$ cat config.mk
export PLATFORM = sky130hd
export DESIGN_NAME = mcycle_unit
export DESIGN_NICKNAME = d
export VERILOG_FILES = /design/src/rtl/mcycle_unit.sv
export SDC_FILE = /design/constraint.sdc
export NUM_CORES = 1
export LEC_CHECK = 0
export ABC_AREA = 1
export CAP_MARGIN = 10
export CORE_UTILIZATION = 55
export CTS_BUF_LIST = sky130_fd_sc_hd__clkbuf_16
export DETAILED_ROUTE_END_ITERATION = 8
export PLACE_DENSITY = 0.84
export SLEW_MARGIN = 20
export SYNTH_ARGS = -nofsm -noshare
export SYNTH_HDL_FRONTEND = slang
export SYNTH_SLANG_ARGS = --single-unit
$ cat constraint.sdc
create_clock -name CLK -period 7.15 [get_ports CLK]
set_input_delay 0.715 -clock CLK [delete_from_list [all_inputs] [get_ports CLK]]
set_output_delay 0.715 -clock CLK [all_outputs]
set_load 0.02 [all_outputs]
$ cat src/rtl/mcycle_unit.sv
// Iterative unsigned multiply (shift-add) / divide (restoring) engine, one result bit per cycle.
// Optional macro MCYCLE_EARLY_EXIT_EN: zero-operand multiply and divide-by-zero finish without COMPUTE.
module mcycle_unit #(
  parameter int unsigned WIDTH = 32
) (
  input  logic             CLK,
  input  logic             Reset,
  input  logic             Start,
  input  logic             MCycleOp,
  input  logic [WIDTH-1:0] Operand1,
  input  logic [WIDTH-1:0] Operand2,
  output logic [WIDTH-1:0] Result1,
  output logic [WIDTH-1:0] Result2,
  output logic             Busy,
  output logic             Done
);

  localparam int unsigned CW = $clog2(WIDTH);

  typedef enum logic [1:0] {IDLE, COMPUTE, DONE} state_t;

  state_t           state, state_nxt;
  logic [CW-1:0]    count;
  logic             op;
  logic [WIDTH-1:0] hi, lo, opnd;
  logic [WIDTH-1:0] hi_nxt, lo_nxt;
  logic [WIDTH:0]   sum_c, diff_c, trial_c;
  logic             accept_c, last_c, early_c, ge_c;

  assign accept_c = Start && (state != COMPUTE);
  assign last_c   = (state == COMPUTE) && (count == CW'(WIDTH - 1));
  assign Busy     = (state == COMPUTE) || accept_c;

`ifdef MCYCLE_EARLY_EXIT_EN
  assign early_c = MCycleOp ? (Operand2 == '0) : ((Operand1 == '0) || (Operand2 == '0));
`else
  assign early_c = 1'b0;
`endif

  // One iteration: hi/lo hold {partial product, multiplier} or {remainder, dividend/quotient}
  always_comb begin
    hi_nxt  = hi;
    lo_nxt  = lo;
    sum_c   = {1'b0, hi} + (lo[0] ? {1'b0, opnd} : '0);
    trial_c = {hi, lo[WIDTH-1]};
    ge_c    = trial_c >= {1'b0, opnd};
    diff_c  = trial_c - {1'b0, opnd};
    if (op) begin
      hi_nxt = ge_c ? diff_c[WIDTH-1:0] : trial_c[WIDTH-1:0];
      lo_nxt = {lo[WIDTH-2:0], ge_c};
    end else begin
      hi_nxt = sum_c[WIDTH:1];
      lo_nxt = {sum_c[0], lo[WIDTH-1:1]};
    end
  end

  always_ff @(posedge CLK or posedge Reset) begin
    if (Reset) state <= IDLE;
    else       state <= state_nxt;
  end

  always_comb begin
    state_nxt = state;
    case (state)
      IDLE, DONE: begin
        if (Start)             state_nxt = early_c ? DONE : COMPUTE;
        else if (state == DONE) state_nxt = IDLE;
      end
      COMPUTE: if (last_c) state_nxt = DONE;
      default: state_nxt = IDLE;
    endcase
  end

  // Operand latch, iteration registers and result capture
  always_ff @(posedge CLK or posedge Reset) begin
    if (Reset) begin
      count   <= '0;
      op      <= 1'b0;
      hi      <= '0;
      lo      <= '0;
      opnd    <= '0;
      Result1 <= '0;
      Result2 <= '0;
      Done    <= 1'b0;
    end else begin
      Done <= (state_nxt == DONE);
      if (accept_c) begin
        count <= '0;
        op    <= MCycleOp;
        hi    <= '0;
        lo    <= MCycleOp ? Operand1 : Operand2;
        opnd  <= MCycleOp ? Operand2 : Operand1;
        if (early_c) begin
          Result1 <= MCycleOp ? '1 : '0;
          Result2 <= MCycleOp ? Operand1 : '0;
        end
      end else if (state == COMPUTE) begin
        hi    <= hi_nxt;
        lo    <= lo_nxt;
        count <= last_c ? '0 : count + CW'(1);
        if (last_c) begin
          Result1 <= lo_nxt;
          Result2 <= hi_nxt;
        end
      end
    end
  end

endmodule

# After elaboration in Yosys (flattened, before gate mapping)
# Index checks and enable logic that the tools add are counted.
[totals] in_bits=68 output_inout_bits=66 wordCells=43 regBits=169
[classes] reduce_logical=7 bitwise=1 eq_ne=5 muxes=17 magnitude_cmp=1 addsub=3
[ops] operator="$mux 32" n=10
[ops] operator="$add 32x32->33" n=1
[ops] operator="$ge 33x32->1" n=1
[ops] operator="$sub 32x32->32" n=1
[ops] operator="$mux 5" n=3
[ops] operator="$mux 2" n=3
[ops] operator="$add 5x1->5 const B" n=1
[ops] operator="$eq 5x5->1 const B" n=1
[ops] operator="$eq 2x2->1 const B" n=2
[ops] operator="$pmux 2 s2" n=1
[ops] operator="$reduce_and 3->1" n=1
[ops] operator="$eq 2x1->1 const B" n=1
[ops] operator="$logic_and 1x1->1" n=2
[ops] operator="$logic_not 2->1" n=1
[ops] operator="$ne 2x1->1 const B" n=1
[ops] operator="$reduce_bool 2->1" n=1
[ops] operator="$reduce_or 2->1" n=1
[ops] operator="$logic_or 1x1->1" n=1
[ops] operator="$not 1->1" n=1

# Depth between registers and ports, before layout
# Gate-level depths: netlist of the first run.
[logic_depth] depth_word=5 depth_mapped=19 ltp_nobuf=17

# Worst setup path after synthesis of the first run
# OpenSTA, ideal clock, no wires.
[synth_path] kind="reg2reg" startpoint="reg lo[0]" endpoint="reg Result2[21]" setup_ns=0.118 setup_slack_ns=4.762 path_buffers=2 period_less_slack_ns=2.388 path_stages_with_launch=20 arrival_time_ns=2.270 required_time_ns=7.032 path_cell_list="dfrtp_1 -> clkbuf_1 -> clkbuf_1 -> nand2_1 -> inv_1 -> ha_1 -> fa_1 -> nand3_1 -> nand2_1 -> nand2_1 -> nand2_1 -> nand2_1 -> a21oi_1 -> nand2_1 -> nand2_1 -> nand2_1 -> nand2_1 -> nand2_1 -> nand3_1 -> nand2_1"
[synth_between] elab_chain_cells=3
[synth_rtl] item="start, declared" line_no="25" text="logic [WIDTH-1:0] hi, lo, opnd;"
[synth_rtl] item="start signal, assigned" line_no="91" text="lo <= MCycleOp ? Operand1 : Operand2;"
[synth_rtl] item="start signal, assigned" line_no="99" text="lo <= lo_nxt;"
[synth_rtl] item="$mux 32" line_no="44" text="sum_c = {1'b0, hi} + (lo[0] ? {1'b0, opnd} : '0);"
[synth_rtl] item="$add 32x32->33" line_no="44"
[synth_rtl] item="$mux 32" line_no="48" text="if (op) begin"
[synth_rtl] item="end signal, assigned" line_no="95" text="Result2 <= MCycleOp ? Operand1 : '0;"
[synth_rtl] item="end signal, assigned" line_no="103" text="Result2 <= hi_nxt;"
[synth_rtl] item="end, declared" line_no="13" text="output logic [WIDTH-1:0] Result2,"
# Every way passes these cells.
# A chain may end at the register's enable or synchronous reset.

# Worst setup path after layout of the first run
[layout_path] startpoint="in Start" endpoint="out Busy"
[layout_between] elab_chain_cells=2
[layout_rtl] item="start, declared" line_no="8" text="input logic Start,"
[layout_rtl] item="$logic_and 1x1->1" line_no="30" text="assign accept_c = Start && (state != COMPUTE);"
[layout_rtl] item="$logic_or 1x1->1" line_no="32" text="assign Busy = (state == COMPUTE) || accept_c;"
[layout_rtl] item="end, declared" line_no="14" text="output logic Busy,"
# Every way passes these cells.

==> results of run 1 <==
[final cells by class]
cell class                 instances  area (um2)
clock buffer                      17         425
tap                              319         399
multi-input combinational       1477        7410
fill                            2143        8240
sequential                       169        4230
timing repair buffer             143        1400
clock inverter                    14         175
inverter                         316        1190
[worst max-delay path: cells and delay by family]
family | cells | cell delay, ns
buffers and inverters | 5 | 2.22
AND/OR/NAND/NOR | 1 | 0.13
[metal layers]
metal | part of all wire [%] | routed length, um
met5 | 0 | 0
met4 | 4.4 | 1920
met3 | 10 | 4410
met2 | 42 | 18600
met1 | 43 | 19100
[how the worst max path moves through the flow]
stage | from | endpoint | slack, ns
5_1_grt | Start | Busy | 3.28
2_1_floorplan | Reset | Done | 1.86
6_report | Start | Busy | 3.34
3_3_place_gp | Start | Busy | 3.43
4_1_cts | Start | Busy | 3.39
3_5_place_dp | Start | Busy | 3.39
[cell usage in the layout (no fill, tap or decap), types with 3 or more instances in the layout]
cell type	n
inv_8	4
buf_4	10
a21oi_1	82
nand3_2	12
o21ai_0	153
nor2_2	9
clkdlybuf4s50_1	132
o221ai_1	13
inv_6	4
nor2_1	81
o211ai_1	40
nor2_4	4
clkbuf_16	17
nand2_1	744
a22o_1	4
o21bai_1	6
nand2_2	13
nand4_1	9
a21o_1	5
nand3b_1	10
xor2_1	17
nand3_1	166
dfrtp_1	168
nor3_1	14
and2_1	4
clkinv_8	3
ha_1	66
inv_1	308
inv_2	7
[per-stage QoR]
stage,setup WS [ns],hold WS [ns],utilization (%)
after CTS,3.39,0.478,64.9
after global placement,3.43,0.453,62.3
final,3.34,0.478,64.9
after floorplan,1.86,0.435,-
after global routing,3.28,0.499,64.9
after detailed placement,3.39,0.458,62.3
[cells by family (layout without fill, tap and decap cells)]
family                     count (synthesis)  after routing  synth area share, %
AOI/OAI and AO/OA                        314            314                 13.6
buffers and inverters                    393            490                 11.9
and+or+nand+nor                         1076           1076                 34.6
xor gates and xnor gates                  19             19                 1.26
adders and majority gates                 68             68                 6.57
DFF                                      169            169                 32.1
[flip-flops by register name (all words and copies together) (netlist names)]
register and count:
Result2 32, opnd 32, Done 1, state 2, count 5, Result1 32
hi 32, op 1, lo 32
==> key figures, run 1 <==
Clock network
  • Number of H-tree branching levels: 4
  • Clock latency at the later pin of the worst-skew pair: 0.45 ns
  • Clock Sink Count: 169
  • Post-cts resize count: 0
  • Setup repair bufs after CTS: 0
  • Post-cts hold buffer count: 0
  • Root Buffer: clkbuf_16
  • Clock tree from TritonCTS: built
  • Clk buf depth: 2
  • Total clock buffers created by CTS: 17
  • Clock-pin slew of the registers on the worst-case setup and hold paths: 0.08 ns

Yosys
  • FF+latch count, synth: 169
  • Synth warnings: 0
  • Synth unique cells: 46
  • Avg Cell Area, Syn: 6.46 um2
  • Most instantiated cells after synthesis: nand2_1 (744), inv_1 (309), dfrtp_1 (169)
  • Cell with the most instances after synthesis: nand2_1
  • Top-area cell type share of the netlist area: 32.1%
  • Post-Synthesis Cell Area: 13,200 um2
  • FFs w/ async S/R, synth: 100%
  • Synthesized Nets: 2,175
  • Cells after synthesis: 2,039
  • Commonest register cell after synthesis: dfrtp_1
  • Part of the Yosys area used for sequential elements: 32.1%
  • Largest cells by area after synthesis: dfrtp_1 (32%), nand2_1 (21%), inv_1 (8.8%)
  • Number of enable-type register cells in the synthesized netlist: 0
  • Largest area contributor in the synthesized netlist: dfrtp_1

Global routing
  • GR Util met3: 5.95%
  • Antenna violations before repair: 0
  • GR Layer Usage met1: 52.7%
  • Global route total overflow: 0
  • Maximum number of pins on one net before global-route repair: 103
  • Most utilized layer in the global route result: met2
  • Met2 layer usage reported by global route: 53.0%
  • First-pass GRT wire length: 67,700 um
  • GRT Overall Usage: 36.5%
  • Number of global-route vias before repair: 12,400

Place
  • Number of I/O port buffers: 133
  • Post-placement cell count: 2,424
  • Final HPWL DP: 33,900 um
  • RePlAce Congestion: 0.962
  • Instance area at placement: 14,600 um2

Hold path
  • Cell depth of the worst min-delay path: 2
  • Hold/Removal Path Class: flop to flop
  • Hold endpoint: Result1[10]
  • Min-delay src: Result1[10]

Critical path
  • List of cells traversed by the critical path: clkdlybuf4s50_1 > nor2_4 > buf_4 > inv_1 > buf_4 > clkdlybuf4s50_1
  • Cell with the largest stage delay on the worst path: clkdlybuf4s50_1
  • Data arrival time of the worst path: 3.09 ns
  • Startpoint types: primary input
  • Class of the most critical setup path: primary input to primary output
  • Critical path fanouts, max: 57
  • Start of the worst register-to-register path: state[0]
  • Crit-path max cell delay: 0.57 ns
  • Logic depth of the worst register-to-register path: 10
  • Worst path required time: 6.43 ns
  • R2R setup slack: 4.07 ns
  • End of the worst register-to-register path: Result1[26]
  • Crit path capture type: primary output

Die
  • Core footprint: 23,500 um2
  • Placement Rows: 56
  • Area of the die: 24,600 um2
  • Number of top-level pins: 134
  • Effective utilization at floorplan: 56.1%
  • Overall die width: 157 um
  • Floorplan die height: 157 um

Timing
  • Final count of pins violating max slew: 0
  • Slew of the pin with the lowest slew margin: 1.03 ns
  • Final period util: 53.3%
  • Number of setup violations in the final report: 0
  • Slew headroom: 31.2%
  • Final Hold Viols: 0
  • Max frequency: 263 MHz
  • Setup repair after global routing missed its margin: no
  • Min cycle time layout: 3.81 ns
  • Setup clock skew after layout: 0.0172 ns
  • Post-Route Setup TNS: 0 ns

Job
  • Maxcap violations: 0

Route
  • Overall routed net length: 44,100 um
  • Number of detailed-route iterations in the first pass: 6
  • Number of DRC violations after detailed-routing iteration 0: 1,518
  • Antenna violation net count after detailed routing: 0
  • Post-detailed-route DRC marker count: 0
  • Via/cell ratio: 5.65
  • Routed wirelength normalized by instance count: 18.0 um
  • Via Count: 13,900

Final layout
  • Post-synthesis to final-layout area growth: 15.6%
  • Number of diodes added for antenna fixing: 0
  • Post-route cell area: 15,200 um2
  • Fraction of layout cells with a size suffix above 1: 4.49%
  • Post-route non-filler standard cell count: 2,455
  • Final layout net count: 2,260

Status
  • Run status: complete, no violations
Power of run 1 is not shown: default switching activity piles up to over one toggle a cycle in this logic, so the estimate is an artifact.
==> run 2: changes to the inputs <==
- CORE_UTILIZATION: 55 -> 53
- clock period: 7.15 -> 3.5 ns (I/O delays scaled with it)
==> run 2 against run 1 <==
  * Sequential cell count is the same
  * Cell count up 0.86%
  * Via count is 2.7% higher
  * Global-route usage increased by 3.2 points
==> key figures, run 2 (synthesis gave the netlist of run 1 again) <==
Route
  • Overall routed net length: 49,800 um
  • Post-detailed-route DRC marker count: 0
  • Via Count: 14,200
  • Number of DRC violations after detailed-routing iteration 0: 1,792
  • Antenna violation net count after detailed routing: 0
  • Routed wirelength normalized by instance count: 20.1 um
  • Number of detailed-route iterations in the first pass: 8
  • Via/cell ratio: 5.75

Global routing
  • GRT Overall Usage: 39.7%
  • Number of global-route vias before repair: 13,200
  • Global route total overflow: 0
  • Maximum number of pins on one net before global-route repair: 98
  • First-pass GRT wire length: 76,700 um
  • Antenna violations before repair: 2

Final layout
  • Sequential cell area: 4230 um2
  • Commonest non-fill, non-tap cell in the layout: nand2_1
  • Most frequent cells in the layout: nand2_1 (744), inv_1 (308), dfrtp_1 (167), nand3_1 (166), o21ai_0 (153)
  • Fraction of layout cells with a size suffix above 1: 5.07%
  • Final core utilization: 63.2%
  • Footprint of the multi-input gates: 7410 um2
  • Post-synthesis to final-layout area growth: 16.6%
  • Final layout net count: 2,272
  • Filler cell count: 2,264

Clock network
  • Post-cts hold buffer count: 0
  • Post-cts resize count: 0
  • Setup repair bufs after CTS: 0
  • Root Buffer: clkbuf_16
  • Clock latency at the later pin of the worst-skew pair: 0.45 ns
  • Number of H-tree branching levels: 4
  • Clock tree from TritonCTS: built
  • Clock-pin slew of the registers on the worst-case setup and hold paths: 0.08 ns
  • Total clock buffers created by CTS: 17
  • Clk buf depth: 2
  • Clock Sink Count: 169

Critical path
  • Crit path launch: lo[0]
  • Worst path required time: 3.83 ns
  • Delay-heaviest family, CP: simple AND/OR/NAND/NOR gates
  • Startpoint types: flop
  • List of cells traversed by the critical path: nand2_1 > inv_1 > ha_1 > fa_1 > nand3_1 > nand2_1 > nand2_1 > nand2_1 > nand2_1 > a21oi_1 > nand2_1 > nand2_1 > nand2_1 > nand3_1 > nand2_1 > nand2_1 > nand2_1
  • Critical path fanouts, max: 20
  • Most prevalent standard cell on the critical path: nand2_1
  • Data arrival time of the worst path: 3.47 ns
  • Number of buffers and inverters on the critical path: 1
  • Cell with the largest stage delay on the worst path: dfrtp_2
  • Start of the worst register-to-register path: lo[0]
  • Class of the most critical setup path: flop to flop
  • Crit-path max cell delay: 0.64 ns
  • Crit path capture type: flop

Timing
  • Final Hold Viols: 0
  • Setup clock skew after layout: 0.0162 ns
  • Final count of pins violating max slew: 0
  • Post-Route Setup TNS: 0 ns
  • Slew of the pin with the lowest slew margin: 1.08 ns
  • Slew headroom: 28.1%
  • Final period util: 89.7%
  • Number of setup violations in the final report: 0
  • Max frequency: 319 MHz
  • Min cycle time layout: 3.14 ns
  • Setup slack after layout: 0.361 ns
  • Setup repair after global routing missed its margin: no

Die
  • Floorplan die height: 160 um
  • Area of the die: 25,500 um2
  • Placement Rows: 57
  • Number of top-level pins: 134
  • Core footprint: 24,300 um2
  • Effective utilization at floorplan: 54.2%
  • Overall die width: 160 um

Place
  • Final HPWL DP: 38,800 um
  • Number of I/O port buffers: 133
  • Pre-CTS setup slack: 0.248 ns
  • RePlAce Congestion: 0.989

Status
  • Run status: complete, no violations

Job
  • Maxcap violations: 0

Hold path
  • Hold/Removal Path Class: primary input to asynchronous set/reset pin
run 2: cell count changes in the layout (fill, tap and decap cells not counted), sizes merged:
cell,before,now
buf,11,23
clkinv,5,6
diode,0,3
run 2: path summary, 6_finish.rpt:
| path | end | slack [ns] | cells past startpoint |
|---|---|---|---|
| hold / removal | opnd[3] | 0.39 | 2 |
| min in group CLK | state[0] | 0.48 | 1 |
| max in group asynchronous | hi[30] | 2.21 | 4 |
| setup reg to reg | Result2[29] | 0.36 | 17 |
| setup / recovery | Result2[29] | 0.36 | 17 |
| hold reg to reg | state[0] | 0.48 | 1 |
run 2: area by class of cell:
| class | instances | share of cell area, % |
|---|---|---|
| clock inverter | 15 | 1.14 |
| tap | 324 | 2.64 |
| inverter | 316 | 7.75 |
| antenna | 3 | 0.0489 |
| timing repair buffer | 155 | 9.87 |
| multi-input combinational | 1477 | 48.2 |
| sequential | 169 | 27.5 |
| clock buffer | 17 | 2.77 |
run 2: through the flow:
| step | hold WS, ns | cells | area (um2) |
|---|---|---|---|
| after global placement | 0.454 | 2441 | 14800 |
| after global routing | 0.441 | 2473 | 15400 |
| after detailed placement | 0.458 | 2441 | 14800 |
| after CTS | 0.411 | 2473 | 15400 |
| after floorplan | 0.435 | 2039 | 13200 |
| final | 0.391 | 2476 | 15400 |
run 2: metal layers:
layer / routed length, um / vias to the layer above / global-route usage, % / share of wire, %
met1: 21200 / 6614 / 55.3 / 43
li1: - / 6690 / - / -
met4: 2270 / 2 / 17.2 / 4.6
met2: 21800 / 799 / 60.8 / 44
met5: 13 / - / 0 / 0.026
met3: 4510 / 131 / 7.01 / 9.1
run 2: worst register-to-register path: stages, from the launching register on:
cell,delay (ns)
dfrtp_2,0.64
nand2_1,0.10
inv_1,0.07
ha_1,0.18
fa_1,0.23
nand3_1,0.08
nand2_1,0.25
nand2_1,0.09
nand2_1,0.14
nand2_1,0.12
a21oi_1,0.40
nand2_1,0.16
nand2_1,0.11
nand2_1,0.05
nand3_1,0.09
nand2_1,0.16
nand2_1,0.10
nand2_1,0.06
Power of run 2 is left out for the same reason.
==> run 3: changes to the inputs <==
- CORE_ASPECT_RATIO: unset -> 0.5
==> run 3 against run 2 <==
  * Die area rose by 0.15%
  * Global-route usage fell by 1.2 points
  * Largest cell class unchanged
  * Utilization rose by 0.42 points
  * Register-to-register slack barely moved
  * Worst setup slack got worse by 0.0068 ns
  * Sequential share of layout area barely moved
==> key figures, run 3 (synthesis gave the netlist of run 1 again) <==
Status
  • Run status: complete, no violations

Final layout
  • Commonest non-fill, non-tap cell in the layout: nand2_1
  • Most frequent cells in the layout: nand2_1 (744), inv_1 (308), dfrtp_1 (168), nand3_1 (166), o21ai_0 (153)
  • Final layout net count: 2,270
  • Fraction of layout cells with a size suffix above 1: 4.98%
  • Post-synthesis to final-layout area growth: 16.7%

Critical path
  • Logic depth of the worst register-to-register path: 13
  • Data arrival time of the worst path: 3.55 ns
  • Crit path capture type: flop
  • Cell with the largest stage delay on the worst path: dfrtp_1
  • Critical path fanouts, max: 15
  • Class of the most critical setup path: flop to flop
  • Most prevalent standard cell on the critical path: nand2_1
  • Crit-path max cell delay: 0.61 ns
  • Worst path required time: 3.91 ns
  • Startpoint types: flop
  • List of cells traversed by the critical path: nand2_1 > inv_1 > ha_1 > nand3_1 > nand2_1 > a21oi_1 > o21ai_0 > nand2_1 > nand3_1 > nand3_1 > nand2_1 > nand2_1 > nand2_1

Timing
  • Number of setup violations in the final report: 0
  • Slew of the pin with the lowest slew margin: 0.984 ns
  • Final count of pins violating max slew: 0
  • Post-Route Setup TNS: 0 ns
  • Setup clock skew after layout: 0.0165 ns
  • Min cycle time layout: 3.15 ns
  • Max frequency: 318 MHz
  • Final Hold Viols: 0
  • Slew headroom: 34.4%
  • Final period util: 89.9%
  • Setup repair after global routing missed its margin: no

Route
  • Via Count: 13,900
  • Post-detailed-route DRC marker count: 0
  • Number of DRC violations after detailed-routing iteration 0: 1,626
  • Number of detailed-route iterations in the first pass: 6
  • Via/cell ratio: 5.60
  • Routed wirelength normalized by instance count: 19.1 um
  • Overall routed net length: 47,500 um
  • Antenna violation net count after detailed routing: 0

Die
  • Placement Rows: 40
  • Number of top-level pins: 134
  • Core footprint: 24,200 um2
  • Overall die width: 225 um
  • Floorplan die height: 113 um
  • Area of the die: 25,500 um2
  • Effective utilization at floorplan: 54.5%

Global routing
  • Global route total overflow: 0
  • Maximum number of pins on one net before global-route repair: 98
  • First-pass GRT wire length: 73,200 um
  • Antenna violations before repair: 0
  • Number of global-route vias before repair: 12,700
  • GRT Overall Usage: 38.5%

Job
  • Maxcap violations: 0

Place
  • Number of I/O port buffers: 133
  • RePlAce Congestion: 1.03
  • Final HPWL DP: 37,200 um

Clock network
  • Root Buffer: clkbuf_16
  • Clock-pin slew of the registers on the worst-case setup and hold paths: 0.08 ns
  • Post-cts resize count: 0
  • Setup repair bufs after CTS: 0
  • Clock Sink Count: 169
  • Total clock buffers created by CTS: 17
  • Clk buf depth: 2
  • Number of H-tree branching levels: 4
  • Post-cts hold buffer count: 0
  • Clock latency at the later pin of the worst-skew pair: 0.47 ns
  • Clock tree from TritonCTS: built

Hold path
  • Hold/Removal Path Class: primary input to asynchronous set/reset pin
-- run 3: per-layer routing --
layer | vias to the layer above | wire, um | global-route usage [%]
met5 | - | 0 | 0
met4 | 0 | 1060 | 10.8
met3 | 70 | 6420 | 13.5
met2 | 713 | 18100 | 51.1
met1 | 6474 | 22000 | 57.7
li1 | 6663 | - | -
-- run 3: worst paths after layout --
path                             start           to  slack, ns
max                              lo[0]       hi[28]       0.35
min                              Reset       hi[22]       0.41
max reg2reg                      lo[0]       hi[28]       0.35
min reg2reg                Result2[20]  Result2[20]       0.48
max in group asynchronous        Reset        lo[9]       2.32
min in group CLK           Result2[20]  Result2[20]       0.48
-- run 3: worst max-delay path: cells and delay by family (launching register included) --
kind	cells	cell delay, ns
simple gates	9	1.43
fa+ha+maj	1	0.34
compound gates	2	0.63
flops	1	0.61
buf+inv	1	0.05
-- run 3: layout make-up --
class / count / area [um2]
clock buffer: 17 / 425
timing repair buffer: 153 / 1540
inverter: 316 / 1190
tap: 336 / 420
multi-input combinational: 1477 / 7410
antenna: 1 / 2.50
fill: 2284 / 8800
clock inverter: 15 / 153
sequential: 169 / 4230
-- run 3: stage by stage --
stage | cells | hold WS (ns) | worst slack (ns) | instance area (um2) | util (%)
2_1_floorplan | 2039 | 0.435 | 0.995 | 13200 | -
3_3_place_gp | 2451 | 0.452 | 0.508 | 14800 | 61.2
3_5_place_dp | 2451 | 0.465 | 0.528 | 14800 | 61.2
4_1_cts | 2483 | 0.441 | 0.518 | 15400 | 63.6
5_1_grt | 2483 | 0.475 | 0.171 | 15400 | 63.6
6_report | 2484 | 0.413 | 0.355 | 15400 | 63.6
Power of run 3 is left out for the same reason.
